**config.mk**
```make
export PLATFORM = sky130hd
export DESIGN_NAME = water_level_reader
export DESIGN_NICKNAME = d
export VERILOG_FILES = /design/src/rtl/water_level_reader.sv
export SDC_FILE = /design/constraint.sdc
export NUM_CORES = 1
export LEC_CHECK = 0
export ABC_AREA = 0
export BUFFER_PORTS_ARGS = -buffer_cell sky130_fd_sc_hd__buf_2
export CORE_MARGIN = 1.5
export CORE_UTILIZATION = 60
export CTS_CLUSTER_DIAMETER = 150
export DETAILED_ROUTE_END_ITERATION = 16
export HOLD_SLACK_MARGIN = 0.08
export PLACE_DENSITY = 0.83
export REMOVE_ABC_BUFFERS = 1
export SLEW_MARGIN = 20
export SYNTH_ARGS = -nofsm -noshare
export SYNTH_HDL_FRONTEND = slang
export SYNTH_SLANG_ARGS = --single-unit
```
**constraint.sdc**
```tcl
create_clock -name clk -period 3 [get_ports clk]
set_input_delay 0.6 -clock clk [delete_from_list [all_inputs] [get_ports clk]]
set_output_delay 0.6 -clock clk [all_outputs]
set_load 0.03 [all_outputs]
```
**src/rtl/water_level_reader.sv**
```systemverilog
`default_nettype none
// ============================================================================
// Module      : water_level_reader
// Description : Input-side reader for the irrigation controller's water-tank
//               probes. Synchronises and debounces the raw high/medium/low
//               probes, validates the probe combination, encodes the tank
//               level and flags impossible combinations as a fault.
// Ports       : clk        - system clock, all state on rising edge
//               rst_n      - asynchronous active-low reset
//               i_h_raw    - raw high probe (1 = water present), async/bouncy
//               i_m_raw    - raw medium probe
//               i_l_raw    - raw low probe
//               o_h/o_m/o_l- debounced probe values (registered)
//               o_level    - 0 empty, 1 low, 2 medium, 3 high; frozen in fault
//               o_fault    - probe combination invalid
//               o_changed  - one-clock pulse after level or fault changes
// Revision    : 1.0 - initial release
// ============================================================================
module water_level_reader #(
  parameter int DEBOUNCE_CYCLES = 4,
  parameter int FAULT_CYCLES    = 3,
  parameter int CNT_W           = 16
) (
  input  logic       clk,
  input  logic       rst_n,
  input  logic       i_h_raw,
  input  logic       i_m_raw,
  input  logic       i_l_raw,
  output logic       o_h,
  output logic       o_m,
  output logic       o_l,
  output logic [1:0] o_level,
  output logic       o_fault,
  output logic       o_changed
);

  localparam int              FC_W        = $clog2(FAULT_CYCLES + 1);
  localparam logic [CNT_W-1:0] C_DB_LAST  = CNT_W'(DEBOUNCE_CYCLES - 1);
  localparam logic [FC_W-1:0]  C_FLT_CNT  = FC_W'(FAULT_CYCLES);

  localparam logic [2:0] S_EMPTY = 3'd0;
  localparam logic [2:0] S_LOW   = 3'd1;
  localparam logic [2:0] S_MED   = 3'd2;
  localparam logic [2:0] S_HIGH  = 3'd3;
  localparam logic [2:0] S_FAULT = 3'd4;

  // Channel order throughout: bit 2 = high, bit 1 = medium, bit 0 = low.
  logic [2:0]       w_raw;
  logic [2:0]       r_sync1;
  logic [2:0]       r_sync2;
  logic [2:0]       r_stable;
  logic [2:0]       r_hml;
  logic [CNT_W-1:0] r_cnt [3];

  assign w_raw = {i_h_raw, i_m_raw, i_l_raw};

  // --------------------------------------------------------------------------
  // Two-flop synchronisers and per-channel debounce. A channel is accepted
  // only after its synced value has differed from the stable value for
  // DEBOUNCE_CYCLES consecutive clocks; any agreeing clock restarts the count.
  // --------------------------------------------------------------------------
  always_ff @(posedge clk or negedge rst_n) begin
    if (!rst_n) begin
      r_sync1  <= '0;
      r_sync2  <= '0;
      r_stable <= '0;
      r_hml    <= '0;
      for (int i = 0; i < 3; i++) begin
        r_cnt[i] <= '0;
      end
    end else begin
      r_sync1 <= w_raw;
      r_sync2 <= r_sync1;
      r_hml   <= r_stable;
      for (int i = 0; i < 3; i++) begin
        if (r_sync2[i] != r_stable[i]) begin
          if (r_cnt[i] == C_DB_LAST) begin
            r_stable[i] <= r_sync2[i];
            r_cnt[i]    <= '0;
          end else begin
            r_cnt[i] <= r_cnt[i] + 1'b1;
          end
        end else begin
          r_cnt[i] <= '0;
        end
      end
    end
  end

  // --------------------------------------------------------------------------
  // Combination decode: only the "filled from the bottom" patterns are legal.
  // --------------------------------------------------------------------------
  logic       w_valid;
  logic [1:0] w_lvl;

  always_comb begin
    w_valid = 1'b0;
    w_lvl   = 2'd0;
    case (r_stable)
      3'b000: begin w_valid = 1'b1; w_lvl = 2'd0; end
      3'b001: begin w_valid = 1'b1; w_lvl = 2'd1; end
      3'b011: begin w_valid = 1'b1; w_lvl = 2'd2; end
      3'b111: begin w_valid = 1'b1; w_lvl = 2'd3; end
      default: begin w_valid = 1'b0; w_lvl = 2'd0; end
    endcase
  end

  // --------------------------------------------------------------------------
  // Level / fault state machine. It works on the stable bits so a valid level
  // lands on o_level in the same clock the new bits reach o_h/o_m/o_l. The
  // persistence counters run to FAULT_CYCLES before switching, i.e. a combo
  // must have been visible on the probe outputs for FAULT_CYCLES full clocks
  // before the fault flag enters or leaves.
  // --------------------------------------------------------------------------
  logic [2:0]      r_state;
  logic [1:0]      r_level;
  logic            r_fault;
  logic [FC_W-1:0] r_bad_cnt;
  logic [FC_W-1:0] r_good_cnt;

  always_ff @(posedge clk or negedge rst_n) begin
    if (!rst_n) begin
      r_state    <= S_EMPTY;
      r_level    <= 2'd0;
      r_fault    <= 1'b0;
      r_bad_cnt  <= '0;
      r_good_cnt <= '0;
    end else if (r_state != S_FAULT) begin
      r_good_cnt <= '0;
      if (w_valid) begin
        r_state   <= {1'b0, w_lvl};
        r_level   <= w_lvl;
        r_bad_cnt <= '0;
      end else if (r_bad_cnt == C_FLT_CNT) begin
        r_state   <= S_FAULT;
        r_fault   <= 1'b1;
        r_bad_cnt <= '0;
      end else begin
        r_bad_cnt <= r_bad_cnt + 1'b1;
      end
    end else begin
      r_bad_cnt <= '0;
      if (w_valid) begin
        if (r_good_cnt == C_FLT_CNT) begin
          r_state    <= {1'b0, w_lvl};
          r_level    <= w_lvl;
          r_fault    <= 1'b0;
          r_good_cnt <= '0;
        end else begin
          r_good_cnt <= r_good_cnt + 1'b1;
        end
      end else begin
        r_good_cnt <= '0;
      end
    end
  end

  // --------------------------------------------------------------------------
  // Change pulse: compare against one-clock-delayed copies, so the pulse
  // follows the update by one clock and a simultaneous level+fault update
  // still gives a single pulse.
  // --------------------------------------------------------------------------
  logic [1:0] r_level_q;
  logic       r_fault_q;
  logic       r_changed;

  always_ff @(posedge clk or negedge rst_n) begin
    if (!rst_n) begin
      r_level_q <= 2'd0;
      r_fault_q <= 1'b0;
      r_changed <= 1'b0;
    end else begin
      r_level_q <= r_level;
      r_fault_q <= r_fault;
      r_changed <= (r_level != r_level_q) || (r_fault != r_fault_q);
    end
  end

  assign o_h       = r_hml[2];
  assign o_m       = r_hml[1];
  assign o_l       = r_hml[0];
  assign o_level   = r_level;
  assign o_fault   = r_fault;
  assign o_changed = r_changed;

  // S_LOW/S_MED/S_HIGH are reached through {1'b0, w_lvl}; keep them named.
  logic w_unused;
  assign w_unused = ^{S_LOW, S_MED, S_HIGH};

endmodule
`default_nettype wire

```
==> results of run 1 <==
## layer usage
| layer | routed length, um | vias to the layer above | track usage |
|---|---|---|---|
| li1 | - | 1132 | - |
| met1 | 2540 | 1104 | 0.263 |
| met2 | 2690 | 43 | 0.342 |
| met3 | 209 | 7 | 0.0776 |
| met4 | 84 | 0 | 0.0800 |
| met5 | 0 | - | 0 |
## area by class of cell
class                           instances  area (um^2)
Tap cell                               70         87.6
Clock inverter                          6         42.5
Fill cell                             412         1600
Timing Repair Buffer                   12         75.1
Clock buffer                           10          128
Multi-Input combinational cell        223         1410
Sequential cell                        74         1850
Inverter                               11         41.3
## through the flow
stage	setup slack (ns)	instances	hold WS (ns)	total power, mW
after global placement	1.26	390	0.333	1.92
after CTS	1.19	406	0.348	2.61
after detailed placement	1.19	390	0.347	1.95
after floorplan	1.48	308	0.304	1.75
final	1.20	406	0.334	2.59
after global routing	0.972	406	0.339	2.75
## sequential cells by signal (all words and copies together) (netlist names)
name        cells
r_sync2         3
r_fault_q       1
r_cnt          48
r_sync1         3
r_state         3
r_good_cnt      2
r_level_q       2
r_hml           3
r_stable        3
o_fault         1
o_changed       1
r_bad_cnt       2
o_level         2
## synthesized netlist by cell type (all sizes together)
master   number
a21oi         6
a22oi         2
a31oi         1
and2          1
and3          4
buf           2
clkbuf        3
dfrtp        74
ha            5
inv          11
mux2          3
nand2        16
nand2b        1
nand3        17
nand3b        1
nand4        13
nor2         48
nor2b         1
nor3         16
nor3b         3
nor4         15
nor4b         4
o211ai        1
o21a          1
o21ai         7
o221a         1
o2bb2ai       1
o31ai         3
or2           4
or3           1
or4           3
xnor2        37
xor2          7
## kinds of logic after synthesis
group / share of synthesized area
simple gates: 0.236
fa+ha+maj: 0.0188
buf+inv: 0.0188
xor+xnor: 0.116
mux: 0.0102
flops: 0.557
compound gates: 0.0433
## path summary, 6_finish.rpt
kind | to | start | slack, ns
max | r_cnt[45]$_DFF_PN0_ | r_cnt[32]$_DFF_PN0_ | 1.20
min | o_level[1]$_DFFE_PN0P_ | rst_n | 0.33
max in group asynchronous | r_cnt[9]$_DFF_PN0_ | rst_n | 2.01
max reg2reg | r_cnt[45]$_DFF_PN0_ | r_cnt[32]$_DFF_PN0_ | 1.20
min in group clk | r_sync2[2]$_DFF_PN0_ | r_sync1[2]$_DFF_PN0_ | 0.36
min reg2reg | r_sync2[2]$_DFF_PN0_ | r_sync1[2]$_DFF_PN0_ | 0.36
## power by group through the flow
| stage | Combinational, mW | Clock (mW) | Sequential, mW |
|---|---|---|---|
| after floorplan | 0.371 | 0 | 1.38 |
| after global placement | 0.586 | 0 | 1.33 |
| after detailed placement | 0.610 | 0 | 1.34 |
| after CTS | 0.615 | 0.676 | 1.32 |
| after global routing | 0.679 | 0.721 | 1.35 |
| final | 0.605 | 0.660 | 1.32 |
## worst max-delay path, cell delays in order, from the launching register on
cell	delay, ns
dfrtp_1	0.41
ha_1	0.22
nor4b_1	0.30
nand4_1	0.20
nand2_1	0.43
nor2_1	0.10
==> results.py, run 1 <==
metrics = {
    "sta": {
        "clock_skew_ns": 0.00684,
        "slew_headroom": 0.482,
        "timing.fmax_mhz": 556,
        "hold_viol_final": 0,
        "min_period_ns": 1.80,
        "tns_ns": 0,
        "period_share": 0.599,
        "worst_pin_slew_ns": 0.778,
        "rsz0062_at_grt": "no",
        "maxSlewViolCount": 0,
        "setup_violations": 0,
    },
    "logic_synthesis": {
        "postSynthCellCount": 313,
        "yosysTopAreaCell": "dfrtp_1",
        "ys_ff_latch": 74,
        "synth.avg_cell_area_um2": 10.6,
        "yosys_warnings": 0,
        "post_synth_num_cell_types": 37,
        "seq_area_frac_synth": 0.557,
        "synth_top_area_share": 0.557,
        "synth_area_mm2": 0.00332,
        "synth.area.top_cells": "dfrtp_1 56%, xnor2_1 9.7%, nor2_1 5.4%, nor4_1 2.8%, nor3_1 2.4%",
    },
    "power_and_ir_drop": {
        "leakage_nw": 1.47,
        "power_frac_comb": 0.234,
        "p_switching_uw": 909,
        "p_clk_frac": 0.255,
        "p_int_mw": 1.68,
        "seqPwrFrac": 0.511,
        "p_per_area_mw_per_mm2": 712,
        "peakVddDrop_uv": 496,
        "netSwitchingFraction": 0.351,
    },
    "floorplanning": {
        "core-area_mm2": 0.00524,
        "fp.dieH_um": 77.4,
        "start_util": 0.635,
        "die_w_um": 77.4,
        "io_pins": 12,
        "rows": 26,
        "dieArea_mm2": 0.00600,
    },
    "grt": {
        "grt_pass1_wl_mm": 9.85,
        "antenna_found_initial": 0,
        "grt_max_degree": 40,
        "track_usage": 0.213,
        "grt_pass1_vias": 2240,
        "grt-ovfl-total": 0,
    },
    "layout": {
        "layout.nets": 341,
        "antenna_cells": 0,
        "area_growth_pct": 9.37,
        "final_layout_size_suffix_gt1_frac": 0.122,
        "final_common_cell": "dfrtp_1",
        "mostFrequentLayoutCells": "74 x dfrtp_1, 48 x nor2_1, 37 x xnor2_1, 16 x nor3_1, 16 x nand2_1",
        "final_area_mm2": 0.00364,
        "finish.utilization": 0.694,
    },
    "detailed_routing": {
        "drtIter0Drc": 107,
        "wl_per_cell_um": 13.6,
        "wl_mm": 5.53,
        "num_vias": 2286,
        "first_pass_iters": 4,
        "vias_per_cell": 5.63,
        "ant_nets": 0,
        "drc_errors": 0,
    },
    "placed_design": {
        "place_hpwl_mm": 3.88,
        "place_congestion": 0.822,
        "numPortBuffers": 11,
        "dpl_cell_area_mm2": 0.00347,
    },
    "clocking": {
        "cts_buffer_depth": 2,
        "htree_levels": 3,
        "post-cts-setup-buffers": 0,
        "tritoncts": "yes",
        "cts_made_buffers": 9,
        "postCtsHoldBufs": 0,
        "cts-root-buf": "clkbuf_8",
        "cts_sinks": 74,
        "clk_pin_slew_ns": 0.07,
        "clk_latency_ns": 0.34,
        "cts_resized": 0,
    },
    "critical_path": {
        "start_kind": "flop",
        "reg2reg_depth": 5,
        "criticalPathCategory": "reg -> reg",
        "cp_max_fo": 15,
        "cp-end-kind": "flop",
        "required_ns": 3.21,
        "cp.arrival_ns": 2.01,
    },
    "outcome": {
        "outcome": "completed",
    },
    "run": {
        "drv_cap": 0,
    },
    "worst_hold_path": {
        "hold_path_class": "in -> async",
    },
}
(Power assumes the default switching activity.)
==> run 2: changes to the inputs <==
--- a/config.mk
+++ b/config.mk
@@ -5,14 +5,14 @@
 export SDC_FILE = /design/constraint.sdc
 export NUM_CORES = 1
 export LEC_CHECK = 0
-export ABC_AREA = 0
+export ABC_AREA = 1
 export BUFFER_PORTS_ARGS = -buffer_cell sky130_fd_sc_hd__buf_2
 export CORE_MARGIN = 1.5
-export CORE_UTILIZATION = 60
+export CORE_UTILIZATION = 56
 export CTS_CLUSTER_DIAMETER = 150
 export DETAILED_ROUTE_END_ITERATION = 16
 export HOLD_SLACK_MARGIN = 0.08
-export PLACE_DENSITY = 0.83
+export PLACE_DENSITY = 0.81
 export REMOVE_ABC_BUFFERS = 1
 export SLEW_MARGIN = 20
 export SYNTH_ARGS = -nofsm -noshare
==> constraint.sdc (replaced) <==
create_clock -name clk -period 1.6 [get_ports clk]
set_input_delay 0.32 -clock clk [delete_from_list [all_inputs] [get_ports clk]]
set_output_delay 0.32 -clock clk [all_outputs]
set_load 0.03 [all_outputs]
==> run 2 against run 1 <==
Combinational power grew 95%; flip-flop and latch count unchanged; core utilization decreased by 5.1 points; critical path depth up 1; synthesized cell count grew 50%; count of clock-buffer cells in the layout fell by 1; sequential share of layout area fell by 5.6 points; routed wire length grew 25%; power is 94% higher; largest cell class unchanged.
==> results.py, run 2 <==
metrics = {
    "grt": {
        "antenna_found_initial": 0,
        "track_usage": 0.218,
        "grt-ovfl-total": 0,
        "grt_pass1_wl_mm": 12.3,
        "grt_pass1_vias": 2900,
        "grt_max_degree": 34,
    },
    "sta": {
        "clock_skew_ns": 0.00993,
        "tns_ns": 0,
        "rsz0062_at_grt": "no",
        "timing.fmax_mhz": 696,
        "period_share": 0.898,
        "setup_ws_ns": 0.163,
        "hold_viol_final": 0,
        "slew_headroom": 0.744,
        "setup_violations": 0,
        "worst_pin_slew_ns": 0.383,
        "maxSlewViolCount": 0,
        "min_period_ns": 1.44,
    },
    "floorplanning": {
        "io_pins": 12,
        "fp.dieH_um": 83.9,
        "dieArea_mm2": 0.00704,
        "start_util": 0.577,
        "rows": 29,
        "core-area_mm2": 0.00635,
        "die_w_um": 83.9,
    },
    "clocking": {
        "clk_latency_ns": 0.35,
        "tritoncts": "yes",
        "cts_buffer_depth": 2,
        "htree_levels": 3,
        "cts_made_buffers": 9,
        "clk_pin_slew_ns": 0.08,
        "cts_sinks": 74,
        "cts-root-buf": "clkbuf_8",
    },
    "placed_design": {
        "place_congestion": 0.962,
        "place_hpwl_mm": 4.98,
        "dp_slack_ns": 0.218,
        "dp_cells": 560,
        "dpl_cell_area_mm2": 0.00384,
        "numPortBuffers": 11,
    },
    "power_and_ir_drop": {
        "p_per_area_mw_per_mm2": 1230,
        "leakage_nw": 1.85,
        "peakVddDrop_uv": 1100,
    },
    "logic_synthesis": {
        "yosysTopAreaCell": "dfrtp_1",
        "ys_ff_latch": 74,
        "netlist_top_cells_count": "136 x nand2_1, 94 x nor2_1, 74 x dfrtp_1",
        "seq_area_frac_synth": 0.505,
        "synth_top_area_share": 0.505,
        "async_reset_ff_frac": 1.00,
        "synth-edff-count": 0,
        "synth_area_mm2": 0.00366,
        "synth.area.top_cells": "dfrtp_1 51%, nand2_1 14%, nor2_1 9.6%, inv_1 5.3%, nand3_1 3.6%",
        "post_synth_num_cell_types": 22,
        "synthFlopType": "dfrtp_1",
        "synth.avg_cell_area_um2": 7.78,
        "synth_most_common_cell": "nand2_1",
        "postSynthCellCount": 471,
        "yosys_warnings": 0,
    },
    "layout": {
        "layout.nets": 508,
        "top_register": "r_cnt",
        "antenna_cells": 0,
        "final_layout_size_suffix_gt1_frac": 0.101,
        "largest_reg_flops": 48,
        "mostFrequentLayoutCells": "136 x nand2_1, 94 x nor2_1, 74 x dfrtp_1, 52 x inv_1, 26 x nand3_1",
        "final_area_mm2": 0.00408,
        "finish.utilization": 0.643,
        "fin_cells": 580,
        "area_growth_pct": 11.4,
        "final_common_cell": "nand2_1",
    },
    "critical_path": {
        "worst-path-buf-inv": 1,
        "cp_max_fo": 5,
        "path_common_cell": "nor2_1",
        "slowest_delay_ns": 0.42,
        "criticalPathCategory": "reg -> reg",
        "required_ns": 1.83,
        "start_kind": "flop",
        "slowest_stage": "dfrtp_1",
        "cp.arrival_ns": 1.66,
        "crit_family": "flip-flops",
        "crit_chain": "ha_1, inv_1, nor2_1, nand2_1, xor2_1, nor2_1",
        "cp-end-kind": "flop",
    },
    "detailed_routing": {
        "vias_per_cell": 5.11,
        "drc_errors": 0,
        "drtIter0Drc": 137,
        "num_vias": 2962,
        "first_pass_iters": 4,
        "wl_mm": 6.91,
        "ant_nets": 0,
        "wl_per_cell_um": 11.9,
    },
    "run": {
        "drv_cap": 0,
    },
    "worst_hold_path": {
        "hold_path_class": "reg -> reg",
    },
    "outcome": {
        "outcome": "completed",
    },
}
==> run 2: changes by cell type in the layout (fill, tap and decap cells not counted), moves of 4 or more <==
cell           previous run  this run
nor2_1                   48        94
nor3_1                   16         7
xor2_1                    7        14
nor2_2                    0        12
dlygate4sd3_1             0         4
nand2_1                  16       136
nand3_1                  14        26
xnor2_1                  37         9
nor4_1                   15         0
and3_1                    4         0
o21ai_1                   0         9
buf_4                     0         4
inv_1                    11        52
o21ai_0                   7         2
==> run 2: final timing paths <==
kind                                           start  slack [ns]  cells past startpoint                    to
min in group asynchronous                      rst_n        0.43                      2   r_cnt[11]$_DFF_PN0_
worst max-delay path              r_cnt[0]$_DFF_PN0_        0.16                      6    r_cnt[8]$_DFF_PN0_
worst min register to register  r_sync1[1]$_DFF_PN0_        0.35                      0  r_sync2[1]$_DFF_PN0_
max in group asynchronous                      rst_n        0.64                      3   r_cnt[30]$_DFF_PN0_
worst min-delay path            r_sync1[1]$_DFF_PN0_        0.35                      0  r_sync2[1]$_DFF_PN0_
worst max register to register    r_cnt[0]$_DFF_PN0_        0.16                      6    r_cnt[8]$_DFF_PN0_
==> run 2: final cells by class <==
class / count / area [um^2]
timing repair buffer: 19 / 140
multi-input combinational: 339 / 1590
clock buffer: 9 / 124
inverter: 55 / 206
clock inverter: 7 / 77.6
sequential: 74 / 1850
fill: 525 / 2270
tap: 77 / 96.3
==> run 2: per-stage QoR <==
stage          hold slack [ns]  total power, mW
3_5_place_dp             0.270             3.59
4_1_cts                  0.354             5.08
3_3_place_gp             0.263             3.54
2_1_floorplan           0.0244             3.20
5_1_grt                  0.362             5.34
6_report                 0.353             5.02
==> run 2: repair_timing <==
item / in CTS / in global routing
buffers inserted: 0 / 0
endpoints found under the setup margin: 0 / 0
hold buffers: 4 / 0
gates resized for setup: 0 / 0
hold endpoints to repair: 29 / 0
==> run 2: power breakdown <==
| part | internal [mW] | switching (mW) | leakage (nW) | total (mW) |
|---|---|---|---|---|
| Clock | 0.730 | 0.720 | 0.0998 | 1.45 |
| Sequential | 2.14 | 0.247 | 0.992 | 2.39 |
| Combinational | 0.392 | 0.792 | 0.758 | 1.18 |
| Total | 3.26 | 1.76 | 1.85 | 5.02 |
==> run 2: logic make-up after synthesis <==
kind of cell,share of synthesized area
AND/OR/NAND/NOR,0.330
flip-flops,0.505
buffers and inverters,0.0621
XOR/XNOR,0.0550
AO/OA/AOI/OAI,0.0300
adder cells (fa/ha/maj),0.0171
==> run 2: per-layer routing <==
metal	track usage	vias to the layer above	routed length (um)
met3	0.0584	10	289
met4	0.0745	0	87
met1	0.273	1374	3230
li1	-	1514	-
met5	0	-	0
met2	0.365	64	3310
==> run 3: changes to the inputs <==
--- a/config.mk
+++ b/config.mk
@@ -13,7 +13,6 @@
 export DETAILED_ROUTE_END_ITERATION = 16
 export HOLD_SLACK_MARGIN = 0.08
 export PLACE_DENSITY = 0.81
-export REMOVE_ABC_BUFFERS = 1
 export SLEW_MARGIN = 20
 export SYNTH_ARGS = -nofsm -noshare
 export SYNTH_HDL_FRONTEND = slang
==> run 3 against run 2 <==
Clock power is 6% lower; flip-flop and latch count stayed put; count of clock-buffer cells in the layout stayed put; first-iteration DRC count is 55% higher; register-to-register slack hardly changed; final cell count is 0.17% lower; critical path type unchanged.
==> results.py, run 3 (synthesis results as in run 2) <==
metrics = {
    "outcome": {
        "outcome": "completed",
    },
    "layout": {
        "regArea_mm2": 0.00185,
        "area_growth_pct": 10.8,
        "final_common_cell": "nand2_1",
        "largest_reg_flops": 48,
        "top_register": "r_cnt",
        "mostFrequentLayoutCells": "136 x nand2_1, 94 x nor2_1, 74 x dfrtp_1, 52 x inv_1, 26 x nand3_1",
        "final_layout_size_suffix_gt1_frac": 0.102,
        "nFillCells": 521,
        "multiInputGateArea_mm2": 0.00159,
        "layout.nets": 507,
        "antenna_cells": 0,
    },
    "critical_path": {
        "cp_max_fo": 5,
        "reg2reg_depth": 6,
        "required_ns": 1.85,
        "criticalPathCategory": "reg -> reg",
        "r2r_end": "r_cnt[14]$_DFF_PN0_",
        "cp-end-kind": "flop",
        "cp.arrival_ns": 1.69,
        "rrSetupSlack_ns": 0.16,
        "critPathLaunch": "r_cnt[0]$_DFF_PN0_",
        "timing.rr.start": "r_cnt[0]$_DFF_PN0_",
        "start_kind": "flop",
    },
    "detailed_routing": {
        "num_vias": 3008,
        "ant_nets": 0,
        "drtIter0Drc": 213,
        "wl_mm": 6.96,
        "wl_per_cell_um": 12.0,
        "drc_errors": 0,
        "vias_per_cell": 5.20,
        "first_pass_iters": 4,
    },
    "placed_design": {
        "place_congestion": 1.01,
        "dp_slack_ns": 0.217,
        "place_hpwl_mm": 4.97,
        "numPortBuffers": 11,
    },
    "worst_hold_path": {
        "holdPathStages": 0,
        "min_from": "r_sync1[0]$_DFF_PN0_",
        "hold_end": "r_sync2[0]$_DFF_PN0_",
        "hold_path_class": "reg -> reg",
    },
    "sta": {
        "timing.fmax_mhz": 694,
        "period_share": 0.901,
        "slew_headroom": 0.753,
        "worst_pin_slew_ns": 0.368,
        "clock_skew_ns": 0.0101,
        "hold_viol_final": 0,
        "tns_ns": 0,
        "rsz0062_at_grt": "no",
        "min_period_ns": 1.44,
        "setup_ws_ns": 0.158,
        "maxSlewViolCount": 0,
        "setup_violations": 0,
    },
    "floorplanning": {
        "fp.dieH_um": 83.9,
        "die_w_um": 83.9,
        "start_util": 0.577,
        "rows": 29,
        "core-area_mm2": 0.00635,
        "dieArea_mm2": 0.00704,
        "io_pins": 12,
    },
    "grt": {
        "grt_max_degree": 75,
        "antenna_found_initial": 0,
        "grt-ovfl-total": 0,
        "track_usage": 0.223,
        "grt_pass1_vias": 2930,
        "grt_pass1_wl_mm": 12.5,
    },
    "clocking": {
        "tritoncts": "yes",
        "cts_made_buffers": 9,
        "clk_pin_slew_ns": 0.08,
        "post-cts-setup-buffers": 0,
        "cts_sinks": 74,
        "cts_buffer_depth": 2,
        "clk_latency_ns": 0.36,
        "cts-root-buf": "clkbuf_8",
        "htree_levels": 3,
    },
    "power_and_ir_drop": {
        "p_switching_mw": 1.81,
        "p_clk_frac": 0.278,
        "netSwitchingFraction": 0.367,
        "leakage_nw": 1.83,
        "peakVddDrop_uv": 1080,
        "power_frac_comb": 0.237,
        "p_int_mw": 3.12,
        "seqPwrFrac": 0.485,
        "p_per_area_mw_per_mm2": 1210,
    },
    "logic_synthesis": {
        "synth_fp_nets": 481,
    },
    "run": {
        "drv_cap": 0,
    },
}
-- run 3: cell count changes in the layout (fill, tap and decap cells not counted), sizes merged --
cell and change:
buf -1, bufinv -1, clkinv -4, clkinvlp +2, inv +3
-- run 3: critical path: stages (launching register included) --
cell and delay [ns]:
dfrtp_1 0.44, ha_2 0.26, nand3_1 0.09, nor3_1 0.23, nand2_1 0.12, nand2_1 0.13, nor2_1 0.06
-- run 3: worst max-delay path by stage --
stage | depth (start not counted) | slack (ns) | end
after floorplan | 6 | 0.35 | r_cnt[8]$_DFF_PN0_
final | 6 | 0.16 | r_cnt[14]$_DFF_PN0_
after detailed placement | 6 | 0.22 | r_cnt[14]$_DFF_PN0_
after global routing | 6 | 0.03 | r_cnt[2]$_DFF_PN0_
after global placement | 6 | 0.25 | r_cnt[8]$_DFF_PN0_
after CTS | 6 | 0.14 | r_cnt[14]$_DFF_PN0_
-- run 3: cell type report --
class	instances	share of cell area
clock buffer	9	0.0305
multi-input combinational	339	0.391
tap	77	0.0237
clock inverter	7	0.0148
sequential	74	0.456
inverter	55	0.0509
timing repair buffer	18	0.0327
-- run 3: timing repair --
item / CTS / global route
hold endpoints to repair: 77 / 0
setup endpoints to repair: 0 / 4
gates resized for setup: 0 / 1
hold buffers: 4 / 0
-- run 3: power groups by stage --
stage / registers (mW) / clock network, mW / logic (mW)
2_1_floorplan: 2.52 / 0 / 0.729
3_3_place_gp: 2.40 / 0 / 1.13
3_5_place_dp: 2.43 / 0 / 1.17
4_1_cts: 2.39 / 1.40 / 1.19
5_1_grt: 2.43 / 1.48 / 1.35
6_report: 2.39 / 1.37 / 1.17
-- run 3: routing by layer --
metal  track usage  routed length, um
met1         0.289               3140
met2         0.363               3310
met3        0.0386                336
met4         0.110                162
met5             0                  0
-- run 3: metrics by stage --
step | cells | util | area, um^2 | hold slack (ns) | total power, mW
3_3_place_gp | 559 | 0.604 | 3830 | 0.335 | 3.52
2_1_floorplan | 471 | - | 3660 | 0.0244 | 3.25
3_5_place_dp | 559 | 0.604 | 3830 | 0.335 | 3.60
4_1_cts | 579 | 0.639 | 4060 | 0.354 | 4.98
6_report | 579 | 0.639 | 4060 | 0.353 | 4.93
5_1_grt | 579 | 0.639 | 4060 | 0.367 | 5.26
